===== src/rtl/fft_frame_packer.sv =====
// fft_frame_packer: turns 8-bit offset-binary audio samples into 16-bit signed
// complex words, buffers them in a small FIFO and streams them to the FFT core
// as AXI-Stream frames of FRAME_LEN beats, with tlast on the final beat.
// Optional feature macro: HANN_WINDOW_EN scales each real sample by a window
// coefficient from a ROM initialised with a Hann window.
`default_nettype none

module fft_frame_packer #(
    parameter int FRAME_LEN  = 1024,
    parameter int FIFO_DEPTH = 16
`ifdef HANN_WINDOW_EN
    ,
    parameter string WINDOW_FILE = "hann_1024.mem"
`endif
) (
    input  logic                          clk_in,
    input  logic                          rst_in,
    input  logic                          audio_valid_in,
    input  logic [7:0]                    audio_in,
    output logic [31:0]                   m_axis_tdata,
    output logic                          m_axis_tvalid,
    output logic                          m_axis_tlast,
    input  logic                          m_axis_tready,
    output logic [$clog2(FIFO_DEPTH):0]   fifo_level_out,
    output logic                          overflow_out,
    output logic [15:0]                   frame_count_out
);

    localparam int AW    = $clog2(FIFO_DEPTH);
    localparam int LVL_W = AW + 1;
    localparam int IDX_W = $clog2(FRAME_LEN);

    logic [15:0]        fifo_mem_q [FIFO_DEPTH];
    logic [AW-1:0]      wr_ptr_q, wr_ptr_d;
    logic [AW-1:0]      rd_ptr_q, rd_ptr_d;
    logic [LVL_W-1:0]   level_q, level_d;
    logic [IDX_W-1:0]   next_idx_q, next_idx_d;
    logic [31:0]        tdata_q, tdata_d;
    logic               tvalid_q, tvalid_d;
    logic               tlast_q, tlast_d;
    logic               overflow_q, overflow_d;
    logic [15:0]        frame_count_q, frame_count_d;

    logic               full, empty, pop, push, drop, handshake;
    logic [15:0]        sample_real;
    logic signed [15:0] head_real;
    logic signed [15:0] load_real;

    // Offset-binary to left-justified two's complement, and the word at the FIFO head.
    always_comb begin
        sample_real = {~audio_in[7], audio_in[6:0], 8'h00};
        head_real   = fifo_mem_q[rd_ptr_q];
    end

`ifdef HANN_WINDOW_EN
    logic [15:0]        window_rom [FRAME_LEN];
    logic [15:0]        coef_q;
    logic [IDX_W-1:0]   rom_addr_d;
    logic signed [32:0] windowed;

    // Window ROM contents: Hann window in unsigned Q0.16, computed at elaboration start.
    initial begin
        for (int i = 0; i < FRAME_LEN; i++) begin
            real w;
            w = 0.5 - 0.5 * $cos(2.0 * 3.14159265358979 * real'(i) / real'(FRAME_LEN));
            window_rom[i] = 16'($rtoi(w * 65535.0 + 0.5));
        end
    end

    // Read address looks one load ahead so the coefficient is waiting when the word is loaded.
    always_comb begin
        rom_addr_d = rst_in ? '0 : next_idx_d;
    end

    // Synchronous window ROM read.
    always_ff @(posedge clk_in) begin
        coef_q <= window_rom[rom_addr_d];
    end

    // Signed sample times unsigned Q0.16 coefficient; dropping 16 LSBs floors toward -inf.
    always_comb begin
        windowed  = $signed(head_real) * $signed({1'b0, coef_q});
        load_real = windowed[31:16];
    end
`else
    // Without the window the FIFO word goes to the output unscaled.
    always_comb begin
        load_real = head_real;
    end
`endif

    // Handshake, FIFO control and next-state for every registered output.
    always_comb begin
        full      = (level_q == LVL_W'(FIFO_DEPTH));
        empty     = (level_q == '0);
        handshake = tvalid_q && m_axis_tready;
        pop       = !empty && (!tvalid_q || m_axis_tready);
        push      = audio_valid_in && (!full || pop);
        drop      = audio_valid_in && full && !pop;

        wr_ptr_d      = push ? wr_ptr_q + AW'(1) : wr_ptr_q;
        rd_ptr_d      = pop  ? rd_ptr_q + AW'(1) : rd_ptr_q;
        level_d       = level_q;
        tdata_d       = tdata_q;
        tvalid_d      = tvalid_q;
        tlast_d       = tlast_q;
        next_idx_d    = next_idx_q;
        overflow_d    = overflow_q | drop;
        frame_count_d = frame_count_q;

        if (push && !pop) begin
            level_d = level_q + LVL_W'(1);
        end else if (pop && !push) begin
            level_d = level_q - LVL_W'(1);
        end

        if (pop) begin
            tvalid_d   = 1'b1;
            tdata_d    = {16'h0000, load_real};
            tlast_d    = (next_idx_q == IDX_W'(FRAME_LEN - 1));
            next_idx_d = next_idx_q + IDX_W'(1);
        end else if (handshake) begin
            tvalid_d = 1'b0;
            tlast_d  = 1'b0;
        end

        if (handshake && tlast_q) begin
            frame_count_d = frame_count_q + 16'd1;
        end
    end

    // Control and output registers; reset discards any partial frame.
    always_ff @(posedge clk_in) begin
        if (rst_in) begin
            wr_ptr_q      <= '0;
            rd_ptr_q      <= '0;
            level_q       <= '0;
            next_idx_q    <= '0;
            tdata_q       <= '0;
            tvalid_q      <= 1'b0;
            tlast_q       <= 1'b0;
            overflow_q    <= 1'b0;
            frame_count_q <= '0;
        end else begin
            wr_ptr_q      <= wr_ptr_d;
            rd_ptr_q      <= rd_ptr_d;
            level_q       <= level_d;
            next_idx_q    <= next_idx_d;
            tdata_q       <= tdata_d;
            tvalid_q      <= tvalid_d;
            tlast_q       <= tlast_d;
            overflow_q    <= overflow_d;
            frame_count_q <= frame_count_d;
        end
    end

    // Sample storage; contents need no reset because occupancy is tracked separately.
    always_ff @(posedge clk_in) begin
        if (push) begin
            fifo_mem_q[wr_ptr_q] <= sample_real;
        end
    end

    assign m_axis_tdata    = tdata_q;
    assign m_axis_tvalid   = tvalid_q;
    assign m_axis_tlast    = tlast_q;
    assign fifo_level_out  = level_q;
    assign overflow_out    = overflow_q;
    assign frame_count_out = frame_count_q;

endmodule

`default_nettype wire


===== config.mk =====
export PLATFORM = sky130hd
export DESIGN_NAME = fft_frame_packer
export DESIGN_NICKNAME = d
export VERILOG_FILES = /design/src/rtl/fft_frame_packer.sv
export SDC_FILE = /design/constraint.sdc
export NUM_CORES = 1
export LEC_CHECK = 0
export CORE_MARGIN = 5
export CORE_UTILIZATION = 62
export CTS_CLUSTER_SIZE = 12
export DETAILED_ROUTE_END_ITERATION = 10
export PLACE_DENSITY = 0.85
export SETUP_SLACK_MARGIN = 0.5
export SYNTH_ARGS = -nofsm -noshare
export SYNTH_HDL_FRONTEND = slang
export SYNTH_SLANG_ARGS = --single-unit

===== constraint.sdc =====
create_clock -name clk_in -period 5.3 [get_ports clk_in]
set_input_delay 1.06 -clock clk_in [delete_from_list [all_inputs] [get_ports clk_in]]
set_output_delay 1.06 -clock clk_in [all_outputs]
set_load 0.05 [all_outputs]

==> results_dict.tcl <==
set metrics [dict create \
    ys_seq_area_share_pct 64.6 \
    cp_cell_sequence "clkdlybuf4s50_1 -> or2b_1 -> o21a_4 -> inv_2 -> ha_1 -> inv_1 -> fa_1 -> a21o_1 -> a21oi_1 -> mux2i_1 -> mux2_2" \
    p_leak_uw 0.00279 \
    post-cts-setup-buffers 0 \
    final_util_pct 71.4 \
    fin_crit_sh_pct 69.1 \
    gr-usage-all-layers_pct 21.6 \
    drc 0 \
    skew_ns 0.0106 \
    worst_slew_pin_slew_ns 1.17 \
    gr-total-overflow 0 \
    cp_max_fo 15 \
    cp.required_ns 5.62 \
    path_class "input port to register" \
    grt_pass1_wl_mm 23.4 \
    max-vdd-ir-drop_mv 0.355 \
    final_common_cell "edfxtp_1" \
    ys.flop_type "edfxtp_1" \
    synth_edf_count 128 \
    antennaDiodeCount 0 \
    async_flop_share_pct 0 \
    grt_max_degree 58 \
    htreeDepth 4 \
    final_antenna_net_count 0 \
    final_cell_mix "128 x edfxtp_1, 57 x nor2_1, 49 x dfxtp_1" \
    vias_per_cell 6.04 \
    avgSynthCellArea_um2 13.9 \
    cp-start-kind "input port" \
    io_pins 68 \
    p_comb_share_pct 25.1 \
    vias 4423 \
    status "completed" \
    dr.pass1.iters 5 \
    place_inst 699 \
    synth_cells 539 \
    cpPeakStageDelay_ns 0.46 \
    setup_violations 0 \
    final.setup.tns_ns 0 \
    clk-insertion-delay-late_ns 0.44 \
    swShare_pct 31.6 \
    coreArea_mm2 0.0119 \
    yosys_warnings 0 \
    syn_area_mm2 0.00750 \
    die_area_mm2 0.0144 \
    p_per_area_mw_per_mm2 463 \
    worst_ep_arrival_time_ns 3.98 \
    place_ws_ns 1.24 \
    synth_cell_types 48 \
    cts_root_buf "clkbuf_16" \
    antenna_found_initial 0 \
    maxClockFrequency_mhz 273 \
    slew_viol_final 0 \
    hold_viol_final 0 \
    start_util_pct 63.0 \
    p_seq_share_pct 42.0 \
    clk_path_buf_depth 2 \
    grt_pass1_vias 4351 \
    synth_seq_cells 178 \
    end_kind "register" \
    gp_congestion 0.835 \
    wl_per_cell_um 20.4 \
    period_minus_slack_ns 3.66 \
    stdcell_count 732 \
    drtIter0Drc 469 \
    cts_buffers 17 \
    setup_ws_ns 1.64 \
    drive_gt1_share_pct 11.6 \
    slew_headroom_pct 21.1 \
    cts_tree "done" \
    cts.sinks 178 \
    die_h_um 120 \
    clkSlewWorstSetupHoldPaths_ns 0.06 \
    fillers 751 \
    ctsHoldBuffers 0 \
    post_cts_resized 0 \
    wl_mm 14.9 \
    placementRows 40 \
    cp_slowest_cell "clkdlybuf4s50_1" \
    switchingPower_uw 1240 \
    areaGrowthSynthToFinish_pct 13.4 \
    hold_class "register to register" \
    grt_setup_unrepaired "false" \
    intPower_uw 2690 \
    die_w_um 120 \
    portBuffers 43 \
    power_frac_clock_pct 32.9 \
    place_hpwl_mm 9.55 \
    maxCapViolCount 0 \
    nets 596 \
]
-- flip-flops by register name, indices dropped and copies added (netlist names) --
register / flops
fifo_level_out: 5
fifo_mem_q: 128
frame_count_out: 16
m_axis_tdata: 8
m_axis_tlast: 1
m_axis_tvalid: 1
next_idx_q: 10
overflow_out: 1
rd_ptr_q: 4
wr_ptr_q: 4
-- through the flow --
stage          instance area (um2)  hold WS, ns  total power, uW
2_1_floorplan                 7590        0.449             2440
3_3_place_gp                  7890        0.451             2630
3_5_place_dp                  7890        0.470             2660
4_1_cts                       8500        0.490             3950
5_1_grt                       8510        0.493             4090
6_report                      8510        0.494             3940
-- per-layer routing --
metal	GRT usage, %	vias up	part of all wire [%]
met2	35.3	169	50
li1	-	2037	-
met5	0	-	0
met4	6.59	0	1.4
met3	6.41	21	7.0
met1	28.0	2196	41
-- critical path: cells and delay by family --
family / cells / cell delay, ns
compound gates: 3 / 0.60
buf+inv: 3 / 0.76
fa+ha+maj: 2 / 0.62
mux: 2 / 0.55
simple gates: 1 / 0.38
-- final cells by class --
type | instances | area [um2] | share of cell area (%)
Clock buffer | 19 | 433 | 5.09
Clock inverter | 13 | 174 | 2.04
Inverter | 10 | 37.5 | 0.441
Multi-Input combinational cell | 319 | 2390 | 28.0
Sequential cell | 178 | 4850 | 57.0
Tap cell | 147 | 184 | 2.16
Timing Repair Buffer | 46 | 448 | 5.26
-- worst paths after layout --
check / startpoint / to / slack, ns / cells after the start
max: m_axis_tready / fifo_level_out[4] / 1.64 / 11
min: next_idx_q[1] / next_idx_q[1] / 0.49 / 2
max reg2reg: fifo_level_out[0] / fifo_level_out[4] / 1.82 / 10
min reg2reg: next_idx_q[1] / next_idx_q[1] / 0.49 / 2
-- cells in the mapped netlist (all sizes together) (4+ instances only) --
cell type	instances	area, um2
edfxtp	128	3840
nor2	57	214
dfxtp	50	1000
buf	40	261
mux2i	36	360
mux4	16	360
o22ai	16	100
clkbuf	15	56.3
nand2	15	56.3
nor3	14	70.1
a21oi	13	65.1
xor2	12	105
ha	11	138
inv	10	37.5
xnor2	10	87.6
a211oi	8	95.1
a22oi	8	60.1
nand3	7	40.0
nor2b	7	43.8
nor4	6	37.5
o211ai	6	50.1
or3	6	37.5
and3	5	31.3
mux2	5	56.3
o31ai	5	37.5
or4	5	37.5
o21ai	4	20.0
-- power groups by stage --
stage                     combinational, uW  sequential, uW  clock [uW]
final                                   990            1650        1290
after global routing                   1050            1660        1370
after CTS                               988            1650        1300
after detailed placement                981            1680           0
after global placement                  958            1680           0
after floorplan                         618            1820           0
-- cell families (layout without fill, tap and decap cells) --
kind of cell	Yosys count	in the layout	share of synthesized area (%)
adders and majority gates	12	12	2.10
AOI/OAI and AO/OA	68	68	6.67
xor gates and xnor gates	22	22	2.57
and+or+nand+nor	136	136	8.91
DFF	178	178	64.6
muxes	57	57	10.4
other	1	24	0.0500
buffers and inverters	65	88	4.74
No activity file was read; power rests on OpenSTA's default activity.
